[src/rtl/gpio_pkg.sv]
// Shared constants for the interlock GPIO OPB slave: register indices and
// debounce counter width.
package gpio_pkg;
  localparam logic [2:0] GPIO_RAW    = 3'd0;
  localparam logic [2:0] GPIO_STATE  = 3'd1;
  localparam logic [2:0] GPIO_EVENT  = 3'd2;
  localparam logic [2:0] GPIO_MASK   = 3'd3;
  localparam logic [2:0] GPIO_OUTPUT = 3'd4;
  localparam logic [2:0] GPIO_INFO   = 3'd5;

  localparam int GPIO_DB_W = 4;
endpackage

[src/rtl/gpio_debounce.sv]
// One conditioned input: 2-flop synchroniser, tick-driven debounce counter,
// debounced STATE bit and a combinational change pulse aligned with the STATE update.
module gpio_debounce
  import gpio_pkg::*;
#(
  parameter int DB_TICKS = 4
) (
  input  logic OPB_CLK,
  input  logic OPB_RST_N,
  input  logic PULSE_2KHZ,
  input  logic init,
  input  logic pin,
  output logic raw,
  output logic state,
  output logic change
);
  localparam logic [GPIO_DB_W-1:0] DB_LAST = GPIO_DB_W'(DB_TICKS - 1);

  logic [1:0]           sync_q;
  logic [GPIO_DB_W-1:0] cnt_q, cnt_d;
  logic                 state_q, state_d;

  assign raw    = sync_q[1];
  assign state  = state_q;
  // Change fires on the tick that accepts the new level so EVENT and STATE move together.
  assign change = PULSE_2KHZ && !init && (raw != state_q) && (cnt_q == DB_LAST);

  always_comb begin
    cnt_d   = cnt_q;
    state_d = state_q;
    if (PULSE_2KHZ) begin
      if (init) begin
        state_d = raw;
        cnt_d   = '0;
      end else if (raw == state_q) begin
        cnt_d = '0;
      end else if (cnt_q == DB_LAST) begin
        state_d = raw;
        cnt_d   = '0;
      end else begin
        cnt_d = cnt_q + 1'b1;
      end
    end
  end

  always_ff @(posedge OPB_CLK or negedge OPB_RST_N) begin
    if (!OPB_RST_N) begin
      sync_q  <= '0;
      cnt_q   <= '0;
      state_q <= 1'b0;
    end else begin
      sync_q  <= {sync_q[0], pin};
      cnt_q   <= cnt_d;
      state_q <= state_d;
    end
  end
endmodule

[src/rtl/gpio_opb_if.sv]
// OPB GPIO slot: per-pin debounce lanes, sticky W1C event register with mask,
// loop-control output register, registered read mux and interrupt.
module gpio_opb_if
  import gpio_pkg::*;
#(
  parameter int N_IN     = 16,
  parameter int DB_TICKS = 4,
  parameter int N_OUT    = 8
) (
  input  logic             OPB_CLK,
  input  logic             OPB_RST_N,
  input  logic [31:0]      OPB_ADDR,
  input  logic [31:0]      GPIO_DI,
  input  logic             GPIO_RE,
  input  logic             GPIO_WE,
  output logic [31:0]      GPIO_DO,
  input  logic             PULSE_2KHZ,
  input  logic [N_IN-1:0]  GPIO_PIN,
  output logic [N_OUT-1:0] GPIO_OUT,
  output logic             GPIO_IRQ
);
  logic [N_IN-1:0]  raw, state, change;
  logic [N_IN-1:0]  event_q, event_d, mask_q;
  logic [N_OUT-1:0] out_q;
  logic [31:0]      do_q, rd_data;
  logic             init_done_q, irq_q;
  logic [2:0]       idx;
  logic             unused_bits;

  assign idx         = OPB_ADDR[4:2];
  assign unused_bits = ^{OPB_ADDR, GPIO_DI};

  for (genvar i = 0; i < N_IN; i++) begin : g_lane
    gpio_debounce #(.DB_TICKS(DB_TICKS)) u_db (
      .OPB_CLK    (OPB_CLK),
      .OPB_RST_N  (OPB_RST_N),
      .PULSE_2KHZ (PULSE_2KHZ),
      .init       (!init_done_q),
      .pin        (GPIO_PIN[i]),
      .raw        (raw[i]),
      .state      (state[i]),
      .change     (change[i])
    );
  end

  // A new event on the same bit outranks a simultaneous W1C.
  always_comb begin
    event_d = event_q;
    if (GPIO_WE && idx == GPIO_EVENT) event_d = event_q & ~GPIO_DI[N_IN-1:0];
    event_d = event_d | change;
  end

  always_comb begin
    rd_data = '0;
    case (idx)
      GPIO_RAW:    rd_data = 32'(raw);
      GPIO_STATE:  rd_data = 32'(state);
      GPIO_EVENT:  rd_data = 32'(event_q);
      GPIO_MASK:   rd_data = 32'(mask_q);
      GPIO_OUTPUT: rd_data = 32'(out_q);
      GPIO_INFO:   rd_data = {8'(N_IN), 8'(N_OUT), 12'h0, 4'(DB_TICKS)};
      default:     rd_data = '0;
    endcase
  end

  always_ff @(posedge OPB_CLK or negedge OPB_RST_N) begin
    if (!OPB_RST_N) begin
      init_done_q <= 1'b0;
      event_q     <= '0;
      mask_q      <= '0;
      out_q       <= '0;
      do_q        <= '0;
      irq_q       <= 1'b0;
    end else begin
      if (PULSE_2KHZ) init_done_q <= 1'b1;
      event_q <= event_d;
      irq_q   <= |(event_q & mask_q);
      if (GPIO_WE && idx == GPIO_MASK)   mask_q <= GPIO_DI[N_IN-1:0];
      if (GPIO_WE && idx == GPIO_OUTPUT) out_q  <= GPIO_DI[N_OUT-1:0];
      if (GPIO_RE) do_q <= rd_data;
    end
  end

  assign GPIO_DO  = do_q;
  assign GPIO_OUT = out_q;
  assign GPIO_IRQ = irq_q;
endmodule
[config.mk]
export PLATFORM = sky130hd
export DESIGN_NAME = gpio_opb_if
export DESIGN_NICKNAME = d
export VERILOG_FILES = /design/src/rtl/gpio_pkg.sv /design/src/rtl/gpio_debounce.sv /design/src/rtl/gpio_opb_if.sv
export SDC_FILE = /design/constraint.sdc
export NUM_CORES = 1
export LEC_CHECK = 0
export ABC_CLOCK_PERIOD_IN_PS = 2100
export CORE_MARGIN = 2
export CORE_UTILIZATION = 33
export CTS_CLUSTER_DIAMETER = 50
export DETAILED_ROUTE_END_ITERATION = 10
export HOLD_SLACK_MARGIN = 0.03
export MAX_ROUTING_LAYER = met4
export PLACE_DENSITY = 0.6
export RECOVER_POWER = 100
export SETUP_SLACK_MARGIN = 0.02
export SLEW_MARGIN = 5
export SYNTH_ARGS = -nofsm -noshare
export SYNTH_HDL_FRONTEND = slang
export SYNTH_SLANG_ARGS = --single-unit
[constraint.sdc]
create_clock -name OPB_CLK -period 2.1 [get_ports OPB_CLK]
set_input_delay 0.42 -clock OPB_CLK [delete_from_list [all_inputs] [get_ports OPB_CLK]]
set_output_delay 0.42 -clock OPB_CLK [all_outputs]
set_load 0.1 [all_outputs]
After elaboration in Yosys (flattened, before gate mapping). Index checks and enable logic that the tools add are counted. W data, S select, Z words.

Register bits after elaboration: 186. Latch bits: 0. RAM bits: 0. Memory bits (read-only): 0. Input bits: 85. Output and inout port bits: 41. Logic and storage cells: 311. Memories: 0.

$add $sub $neg: 16. $mul: 0. Divide/modulo/power cells: 0. $lt $le $gt $ge: 0. Eq/ne operators: 85. Shifts and indexed selects: 0. Muxes and demuxes: 98. Bitwise logic cells: 4. Reductions and logical operators: 54.

Operators by type and width (count): $mux W4 (48); $pmux W29 S6 (1); $add A4 B1 Y4 const B (16); $eq A4 B2 Y1 const B (16); $mux W1 (48); $reduce_and A3 Y1 (16); $logic_and A1 B1 Y1 (36); $and A16 B16 Y16 (2); $ne A2 B1 Y1 const B (16); $ne A2 B2 Y1 const B (16); $eq A1 B1 Y1 (16); $mux W16 (1); $ne A1 B1 Y1 (16); $not A16 Y16 (1); $or A16 B16 Y16 (1); $reduce_or A16 Y1 (1); $eq A3 B2 Y1 const B (2); $eq A3 B3 Y1 const B (2); $eq A3 B1 Y1 const B (1); $logic_not A3 Y1 (1).

Depth between registers and ports, before layout. Gate-level depths: netlist (run 1).

Depth after elaboration: 4. Gate-level depth with buffers: 7. Gate-level depth less buffers: 5.

Hierarchy. From an unflattened synthesis (run 1), not the netlist that was laid out.

Cell total of the unflattened synthesis: 683. Area, all modules: 8388.0 µm².

Modules (own cells, without submodules): gpio_debounce (g_lane[0].u_db ...) (times used 15, cells an instance 27, area each 337.8 µm², sequential area each 175.2 µm²); gpio_opb_if (times used 1, cells an instance 251, area each 2981.6 µm², sequential area each 1476.4 µm²); gpio_debounce (g_lane[9].u_db) (times used 1, cells an instance 27, area each 339.1 µm², sequential area each 175.2 µm²).

Worst setup path after synthesis (run 1). No wires, ideal clock.

Path kind: register -> output. Start point: register GPIO_DO[19] (netlist name). End point: output GPIO_DO[28]. Arrival time: 1.340 ns. Data required time: 1.680 ns. Slack: 0.340 ns. Stages on the path, launching flop included: 2. Buffers on the path: 1. Cell sequence: dfrtp_1 buf_4.

RTL lines: end, declared (RTL line gpio_opb_if.sv:16) `output logic [31:0] GPIO_DO,`.

Final worst setup path (run 1).
Start point: input OPB_ADDR[4]. End point: register event_q[13].

Cells in the longest elaborated chain, start to end: 4.

Ends and longest elaborated chain: start, declared (RTL line gpio_opb_if.sv:12) `input logic [31:0] OPB_ADDR,`; $eq A3 B2 Y1 (RTL line gpio_opb_if.sv:49) `if (GPIO_WE && idx == GPIO_EVENT) event_d = event_q & ~GPIO_DI[N_IN-1:0];`; $logic_and A1 B1 Y1 (RTL line gpio_opb_if.sv:49); $mux W16 (RTL line gpio_opb_if.sv:49); $or A16 B16 Y16 (RTL line gpio_opb_if.sv:50) `event_d = event_d | change;`; named net event_d[13] (RTL line gpio_opb_if.sv:23) `logic [N_IN-1:0] event_q, event_d, mask_q;`; end signal, assigned (RTL line gpio_opb_if.sv:76) `event_q <= event_d;`; end, declared (RTL line gpio_opb_if.sv:23).

The timed path passes the listed nets, and every way through them passes these cells. A chain may end at the register's enable or synchronous reset.

==> reports/qor.tcl, run 1 <==
set qor(status) {finished, final reports clean}
set qor(fin_ws_ns) 0.231
set qor(via_per_inst) 4.99
set qor(area_growth_pct) 19.9
set qor(routed_wire_length_per_instance_um) 16.8
set qor(post-cts-setup-buffers) 0
set qor(timing.rr.start) {init_done_q}
set qor(cts_max_path_buffers) 2
set qor(die_h_um) 159
set qor(grt_pass1_vias) 5454
set qor(clock_latency_ns) 0.44
set qor(path_category_of_the_worst_min_delay_check) {flip-flop to flip-flop}
set qor(cts_htree_levels) 4
set qor(grt_start_max_net_pins) 55
set qor(postSynthAreaPerCell_um2) 11.6
set qor(portBuffers) 66
set qor(clock-sinks) 171
set qor(max-cap-violations) 0
set qor(final_net_count) 877
set qor(grt_overflow_total) 0
set qor(num_antenna_cells) 0
set qor(finalCritPeriodShare_pct) 89.0
set qor(r2r_slack_ns) 0.38
set qor(die_width_um) 159
set qor(min-delay-start) {g_lane[4].u_db.sync_q[0]}
set qor(antenna_left) 0
set qor(cts_hold_repair.buffers) 1
set qor(startpoint_type) {primary input}
set qor(max_slew_violation_total_from_the_final_report) 0
set qor(syn_area_um2) 7890
set qor(layout.cells.most_common) {dfrtp_1}
set qor(power.static_leakage_nw) 4.15
set qor(asyncSetResetFlopFracSynth_pct) 100
set qor(global_route_usage_over_all_layers_pct) 16.2
set qor(synth.yosys.warnings) 0
set qor(cts_repair_resize_count) 0
set qor(worst_ir_drop_vdd_mv) 0.537
set qor(switching_share_pct) 37.3
set qor(hold_viol_final) 0
set qor(start_util_pct) 33.6
set qor(seq_power_share_pct) 43.3
set qor(floorplan.rows) 56
set qor(post-route-drc-count) 0
set qor(total_switching_power_w) 0.00411
set qor(layout.cells.most_common_list) {dfrtp_1 (171), nand2_1 (50), a22o_1 (43)}
set qor(core_area_um2) 23500
set qor(grt_first_pass_wirelength_um) 30000
set qor(critPathArrivalTime_ns) 2.20
set qor(clock_power_share_pct) 27.5
set qor(tritoncts) {done}
set qor(vias) 5534
set qor(max_slew_margin_pct) 40.8
set qor(hpwlAfterDp_um) 13100
set qor(critical_path_required_ns) 2.43
set qor(grt_setup_unrepaired) {false}
set qor(achievable-frequency_mhz) 535
set qor(synth_cell_types) 44
set qor(clk_pin_slew_worst_paths_ns) 0.08
set qor(p_comb_share_pct) 29.2
set qor(cp-startpoint) {OPB_ADDR[4]}
set qor(antenna_found_initial) 0
set qor(internal-power_w) 0.00693
set qor(clock_tree.root_cell) {clkbuf_16}
set qor(timing_worst_setup_path_type) {primary input to flip-flop}
set qor(synth.ff_latch_count) 171
set qor(timing.final.crit_period_ns) 1.87
set qor(synth_top_flop_cell) {dfrtp_1}
set qor(worst_slack_placed_ns) -0.172
set qor(drt_wl_total_um) 18700
set qor(nFillCells) 2273
set qor(dpl_cell_area_um2) 9010
set qor(final.setup_skew_ns) 0.0100
set qor(netlist_instances) 682
set qor(post_route_cells_drive_above_1_share_pct) 18.0
set qor(setup_viol_count_final) 0
set qor(timing_worst_slew_pin_value_ns) 0.888
set qor(critPathCaptureType) {flip-flop}
set qor(stdcell_area_um2) 9460
set qor(floorplan_die_area_um2) 25100
set qor(gpl.final_weighted_congestion) 0.782
set qor(synth_edf_count) 0
set qor(detail_route.iter0.violations) 294
set qor(synth_sequential_area_ratio_pct) 54.3
set qor(detail_route.first_pass.iterations) 4
set qor(power.density_cell_area_nw_per_um2) 1170
set qor(critPathMaxFanout) 11
set qor(cts-buffers-inserted) 17
set qor(floorplan.io_pins) 126
[cell type report]
cell class	instances	area [µm²]	share of cell area (%)
inverter	32	120	1.27
clock inverter	14	124	1.31
sequential	171	4280	45.2
clock buffer	18	439	4.64
tap	319	399	4.22
timing repair buffer	106	838	8.86
multi-input combinational	448	3260	34.4
[stage by stage]
stage                     hold slack (ns)  setup TNS [ns]  instances  total power, W  util (%)
after floorplan                     0.124               0        695         0.00722         -
after global placement              0.320          -0.404       1075         0.00807      38.4
after detailed placement            0.321          -0.490       1075         0.00815      38.4
after CTS                           0.352               0       1108          0.0112      40.8
after global routing                0.354               0       1108          0.0117      40.3
final                               0.350               0       1108          0.0110      40.3
[power groups by stage]
stage	Sequential [W]	Clock, W	Combinational [W]
after detailed placement	0.00483	0	0.00332
after global placement	0.00481	0	0.00326
after floorplan	0.00535	0	0.00187
after CTS	0.00478	0.00310	0.00333
after global routing	0.00491	0.00325	0.00353
final	0.00478	0.00304	0.00322
[path summary, 6_finish.rpt]
check                                           end  cells past startpoint
hold / removal             g_lane[4].u_db.sync_q[1]                      0
max in group asynchronous  g_lane[13].u_db.cnt_q[2]                      3
setup / recovery                        event_q[13]                      7
setup reg to reg            g_lane[8].u_db.cnt_q[3]                      5
min in group asynchronous      g_lane[2].u_db.state                      2
hold reg to reg            g_lane[4].u_db.sync_q[1]                      0
[Yosys cell counts (2+ instances only)]
cell type  count  area share, %
a21oi_1       30            1.9
a221oi_1      10            1.1
a22o_1        43            4.8
a31oi_1        6           0.48
a41o_1         3           0.38
and2_1        15            1.2
buf_1          2          0.095
buf_2          8           0.51
buf_4         21            2.0
clkbuf_1      12           0.57
dfrtp_1      171             54
ha_1          16            2.5
inv_1         31            1.5
mux2_1        10            1.4
mux2_2        40            5.7
mux4_2         8            2.3
nand2_1       50            2.4
nand2b_1       5           0.40
nand3_1       12           0.76
nand3b_1      23            2.2
nand4_1        2           0.16
nor2_1        27            1.3
nor2_4         2           0.29
nor3_1        12           0.76
nor3b_1       12            1.1
o21a_1         3           0.29
o21ai_0       33            2.1
o21ai_1        4           0.25
o22ai_1        9           0.71
o2bb2ai_1     24            2.7
or3_1          9           0.71
xor2_1        17            1.9
[flip-flops by register name, summed over array words and instances, names as in the netlist]
register            flops
GPIO_DO                17
GPIO_IRQ                1
GPIO_OUT                8
mask_q                 16
g_lane.u_db.state      16
event_q                16
g_lane.u_db.sync_q     32
g_lane.u_db.cnt_q      64
init_done_q             1
[worst max-delay path, stage by stage]
cell	delay, ns
dlygate4sd3_1	0.60
buf_4	0.20
nand2b_1	0.17
nor2_1	0.24
clkbuf_2	0.29
nand2_1	0.09
a22o_1	0.19
[kinds of logic (layout without fill, tap and decap cells)]
| group | after synthesis | count (layout) | synth area share, % |
|---|---|---|---|
| and+or+nand+nor | 173 | 173 | 11.8 |
| DFF | 171 | 171 | 54.3 |
| AOI/OAI and AO/OA | 169 | 169 | 15.1 |
| buffers and inverters | 76 | 170 | 4.84 |
| muxes | 58 | 58 | 9.43 |
| xor gates and xnor gates | 18 | 18 | 2.00 |
| adders and majority gates | 16 | 16 | 2.54 |
| other | 1 | 14 | 0.0476 |
[layer usage]
layer | GRT usage, % | vias to the layer above | wire, µm
met5 | - | - | 0
met4 | 4.03 | 0 | 157
met3 | 3.48 | 14 | 716
met2 | 23.0 | 111 | 8390
met1 | 23.4 | 2773 | 9390
li1 | - | 2636 | -
Power figures use the tool's default switching activity.
==> run 2: changes to the inputs <==
--- a/config.mk
+++ b/config.mk
@@ -5,7 +5,7 @@
 export SDC_FILE = /design/constraint.sdc
 export NUM_CORES = 1
 export LEC_CHECK = 0
-export ABC_CLOCK_PERIOD_IN_PS = 2100
+export ABC_CLOCK_PERIOD_IN_PS = 1800
 export CORE_MARGIN = 2
 export CORE_UTILIZATION = 33
 export CTS_CLUSTER_DIAMETER = 50
==> constraint.sdc (replaced) <==
create_clock -name OPB_CLK -period 1.8 [get_ports OPB_CLK]
set_input_delay 0.36 -clock OPB_CLK [delete_from_list [all_inputs] [get_ports OPB_CLK]]
set_output_delay 0.36 -clock OPB_CLK [all_outputs]
set_load 0.1 [all_outputs]
==> reports/qor.tcl, run 2 (synthesis results as in run 1) <==
set qor(detail_route.first_pass.iterations) 5
set qor(post_route_cells_drive_above_1_share_pct) 21.2
set qor(tritoncts) {done}
set qor(critical_path_required_ns) 2.11
set qor(layout.cells.most_common) {dfrtp_1}
set qor(cts-buffers-inserted) 17
set qor(stdcell_area_um2) 9730
set qor(antenna_found_initial) 0
set qor(clock-sinks) 171
set qor(max_slew_margin_pct) 50.2
set qor(drt_wl_total_um) 18500
set qor(post-cts-setup-buffers) 0
set qor(floorplan.io_pins) 126
set qor(clock_latency_ns) 0.43
set qor(grt_overflow_total) 0
set qor(gpl.final_weighted_congestion) 0.792
set qor(crit_chain) {clkdlybuf4s50_1 > clkbuf_2 > mux4_2 > inv_1 > o22ai_1}
set qor(dpl_cell_area_um2) 9660
set qor(start_util_pct) 33.6
set qor(hpwlAfterDp_um) 13400
set qor(achievable-frequency_mhz) 579
set qor(power.density_cell_area_nw_per_um2) 1360
set qor(max-cap-violations) 0
set qor(critPathCaptureType) {flip-flop}
set qor(cts_max_path_buffers) 2
set qor(grt_first_pass_wirelength_um) 30100
set qor(grt_start_max_net_pins) 40
set qor(die_h_um) 159
set qor(status) {finished, final reports clean}
set qor(cts_htree_levels) 4
set qor(critPathMaxFanout) 7
set qor(largest_register) {g_lane.u_db.cnt_q}
set qor(setup_viol_count_final) 0
set qor(ff_latch_area_um2) 4280
set qor(critPathSlowestCell) {clkdlybuf4s50_1}
set qor(timing_worst_setup_path_type) {primary input to flip-flop}
set qor(routed_wire_length_per_instance_um) 16.2
set qor(min_delay_path_depth) 0
set qor(via_per_inst) 4.90
set qor(clock_tree.root_cell) {clkbuf_16}
set qor(worst_path_largest_cell_delay_ns) 0.63
set qor(startpoint_type) {primary input}
set qor(portBuffers) 66
set qor(hold_viol_final) 0
set qor(die_width_um) 159
set qor(final_net_count) 912
set qor(final.hold.worst_slack_ns) 0.349
set qor(final.setup_skew_ns) 0.00867
set qor(max_slew_violation_total_from_the_final_report) 0
set qor(layout.cells.most_common_list) {dfrtp_1 (171), nand2_1 (50), buf_4 (44)}
set qor(floorplan_die_area_um2) 25100
set qor(nFillCells) 2254
set qor(worst_ir_drop_vdd_mv) 0.688
set qor(clk_pin_slew_worst_paths_ns) 0.07
set qor(power_w) 0.0133
set qor(worst_slack_placed_ns) -0.319
set qor(core_area_um2) 23500
set qor(path_category_of_the_worst_min_delay_check) {flip-flop to flip-flop}
set qor(grt_pass1_vias) 5474
set qor(rr_worst_depth) 5
set qor(power.static_leakage_nw) 4.32
set qor(multi_input_comb_area_um2) 3250
set qor(num_antenna_cells) 0
set qor(fin_ws_ns) 0.0718
set qor(area_growth_pct) 23.4
set qor(vias) 5596
set qor(timing_worst_slew_pin_value_ns) 0.748
set qor(largest_register_ffs) 64
set qor(antenna_left) 0
set qor(timing.final.crit_period_ns) 1.73
set qor(detail_route.iter0.violations) 356
set qor(global_route_usage_over_all_layers_pct) 16.2
set qor(post-route-drc-count) 0
set qor(finalCritPeriodShare_pct) 96.0
set qor(floorplan.rows) 56
set qor(critPathArrivalTime_ns) 2.04
set qor(grt_setup_unrepaired) {false}
-- run 2: stage by stage --
step	std cells	util, %	setup TNS [ns]
global route	1143	41.4	0
finish	1143	41.4	0
floorplan	695	-	0
detailed placement	1110	41.2	-12.34
CTS	1143	43.8	0
global placement	1110	41.2	-11.59
-- run 2: metal layers --
layer / wire length (µm) / vias to the layer above / GRT usage, %
met2: 8360 / 94 / 23.7
met3: 687 / 9 / 2.69
met1: 9340 / 2776 / 23.0
li1: - / 2717 / -
met5: 0 / - / -
met4: 150 / 0 / 5.11
-- run 2: timing repair --
action	4_1_cts	5_1_grt
resized for setup	0	1
endpoints found under the setup margin	0	1
hold buffers	1	0
hold endpoints to repair	32	0
-- run 2: layout make-up --
type,count,share of cell area (%)
timing repair buffer,141,11.0
inverter,32,1.23
clock buffer,17,4.37
tap,319,4.10
multi-input combinational,448,33.4
clock inverter,15,1.84
sequential,171,44.0
-- run 2: report_power, final --
part           leakage [nW]  total, W  internal [W]  switching (W)
sequential             2.16   0.00557       0.00475       0.000822
clock                 0.292   0.00376       0.00210        0.00166
combinational          1.87   0.00392       0.00161        0.00230
-- run 2: final timing paths --
path / slack [ns] / to / startpoint
setup reg to reg: 0.12 / g_lane[15].u_db.state / g_lane[15].u_db.cnt_q[0]
hold / removal: 0.35 / g_lane[15].u_db.sync_q[1] / g_lane[15].u_db.sync_q[0]
max in group asynchronous: 0.36 / GPIO_OUT[6] / OPB_RST_N
setup / recovery: 0.07 / GPIO_DO[15] / OPB_ADDR[3]
hold reg to reg: 0.35 / g_lane[15].u_db.sync_q[1] / g_lane[15].u_db.sync_q[0]
min in group asynchronous: 0.39 / g_lane[9].u_db.sync_q[0] / OPB_RST_N
-- run 2: critical path, delay by kind of cell --
kind,cells,cell delay [ns]
buf+inv,3,1.06
mux,1,0.55
compound gates,1,0.07
==> run 3: changes to the inputs <==
--- a/config.mk
+++ b/config.mk
@@ -12,7 +12,7 @@
 export DETAILED_ROUTE_END_ITERATION = 10
 export HOLD_SLACK_MARGIN = 0.03
 export MAX_ROUTING_LAYER = met4
-export PLACE_DENSITY = 0.6
+export PLACE_DENSITY = 0.58
 export RECOVER_POWER = 100
 export SETUP_SLACK_MARGIN = 0.02
 export SLEW_MARGIN = 5
==> reports/qor.tcl, run 3 (synthesis results as in run 1) <==
set qor(final.hold.worst_slack_ns) 0.348
set qor(clock_tree.root_cell) {clkbuf_16}
set qor(vias) 5700
set qor(finalCritPeriodShare_pct) 97.8
set qor(cts_htree_levels) 4
set qor(critical_path_required_ns) 2.10
set qor(grt_first_pass_wirelength_um) 30600
set qor(finalNonFillerCells) 1139
set qor(largest_register_ffs) 64
set qor(critPathCaptureType) {flip-flop}
set qor(post-route-drc-count) 0
set qor(final_net_count) 908
set qor(setup_viol_count_final) 0
set qor(detail_route.first_pass.iterations) 5
set qor(critPathMaxFanout) 17
set qor(post-cts-setup-buffers) 0
set qor(max_slew_violation_total_from_the_final_report) 0
set qor(area_growth_pct) 23.2
set qor(achievable-frequency_mhz) 568
set qor(drt_wl_total_um) 19500
set qor(path_category_of_the_worst_min_delay_check) {flip-flop to flip-flop}
set qor(floorplan.io_pins) 126
set qor(crit_chain) {dlygate4sd3_1 > buf_12 > buf_4 > mux2_2 > o21ai_0 > clkbuf_4 > a31oi_1}
set qor(timing.final.crit_period_ns) 1.76
set qor(power_w) 0.0130
set qor(cts-buffers-inserted) 17
set qor(timing_worst_setup_path_type) {primary input to flip-flop}
set qor(start_util_pct) 33.6
set qor(detail_route.iter0.violations) 444
set qor(grt_overflow_total) 0
set qor(tritoncts) {done}
set qor(clk_pin_slew_worst_paths_ns) 0.06
set qor(floorplan_die_area_um2) 25100
set qor(gpl.final_weighted_congestion) 0.839
set qor(final.setup_skew_ns) 0.00916
set qor(post_route_cells_drive_above_1_share_pct) 21.1
set qor(num_antenna_cells) 0
set qor(die_h_um) 159
set qor(grt_start_max_net_pins) 45
set qor(floorplan.rows) 56
set qor(worst_ir_drop_vdd_mv) 0.588
set qor(routed_wire_length_per_instance_um) 17.1
set qor(layout.cells.most_common) {dfrtp_1}
set qor(hpwlAfterDp_um) 13800
set qor(antenna_left) 0
set qor(grt_setup_unrepaired) {false}
set qor(antenna_found_initial) 0
set qor(max-cap-violations) 0
set qor(via_per_inst) 5.00
set qor(clock-sinks) 171
set qor(worst_path_largest_cell_delay_ns) 0.58
set qor(placed_cells_incl_taps) 1106
set qor(max_slew_margin_pct) 52.6
set qor(stdcell_area_um2) 9710
set qor(timing_worst_slew_pin_value_ns) 0.711
set qor(global_route_usage_over_all_layers_pct) 16.6
set qor(startpoint_type) {primary input}
set qor(critPathSlowestCell) {dlygate4sd3_1}
set qor(layout.cells.most_common_list) {dfrtp_1 (171), nand2_1 (50), a22o_1 (43)}
set qor(power.density_cell_area_nw_per_um2) 1340
set qor(hold_viol_final) 0
set qor(die_width_um) 159
set qor(portBuffers) 66
set qor(clock_latency_ns) 0.43
set qor(cts_max_path_buffers) 2
set qor(core_area_um2) 23500
set qor(dpl_cell_area_um2) 9640
set qor(nFillCells) 2264
set qor(critPathArrivalTime_ns) 2.06
set qor(status) {finished, final reports clean}
set qor(grt_pass1_vias) 5458
set qor(power.static_leakage_nw) 4.28
set qor(largest_register) {g_lane.u_db.cnt_q}
==> run 3: worst paths after layout <==
kind,from,endpoint,slack [ns],cells after the start
setup / recovery,OPB_ADDR[2],GPIO_DO[2],0.04,7
hold / removal,g_lane[11].u_db.sync_q[0],g_lane[11].u_db.sync_q[1],0.35,0
setup reg to reg,g_lane[15].u_db.cnt_q[0],g_lane[15].u_db.state,0.12,5
hold reg to reg,g_lane[11].u_db.sync_q[0],g_lane[11].u_db.sync_q[1],0.35,0
max in group asynchronous,OPB_RST_N,g_lane[11].u_db.cnt_q[1],0.30,3
min in group asynchronous,OPB_RST_N,g_lane[2].u_db.state,0.43,2
==> run 3: layer usage <==
| layer | global-route usage [%] | wire [µm] | up-vias |
|---|---|---|---|
| met2 | 24.2 | 8790 | 122 |
| met3 | 3.78 | 742 | 8 |
| met1 | 23.8 | 9820 | 2874 |
| met5 | - | 0 | - |
| li1 | - | - | 2696 |
| met4 | 3.39 | 104 | 0 |
==> run 3: per-stage QoR <==
step                worst slack, ns  utilization (%)  TNS (ns)
floorplan                     0.100                -         0
global placement             -0.343             41.1    -14.21
detailed placement           -0.391             41.1    -15.41
CTS                          0.0391             43.5         0
global route                 0.0273             41.4         0
finish                       0.0392             41.4         0
==> run 3: layout make-up <==
cell class / count / area, µm² / area share [%]
multi-input cells: 448 / 3280 / 33.8
well taps: 319 / 399 / 4.11
inverters: 32 / 120 / 1.24
repair buffers: 137 / 1080 / 11.1
clock inverters: 8 / 61.3 / 0.631
clock buffers: 24 / 492 / 5.06
flip-flops and latches: 171 / 4280 / 44.1
==> run 3: timing repair <==
action / CTS / global route
gates resized for setup: 0 / 1
hold buffers: 1 / 0
setup endpoints to repair: 0 / 2
hold endpoints to repair: 37 / 0
==> run 3: worst max-delay path: cells and delay by family <==
| family | cells | cell delay, ns |
|---|---|---|
| AOI/OAI and AO/OA | 2 | 0.29 |
| buffers and inverters | 4 | 1.09 |
| muxes | 1 | 0.32 |
==> run 3: power by group <==
group | internal (W) | leakage (nW) | switching (W)
Clock | 0.00192 | 0.247 | 0.00153
Combinational | 0.00163 | 1.87 | 0.00232
Sequential | 0.00475 | 2.16 | 0.000857
Total | 0.00830 | 4.28 | 0.00471
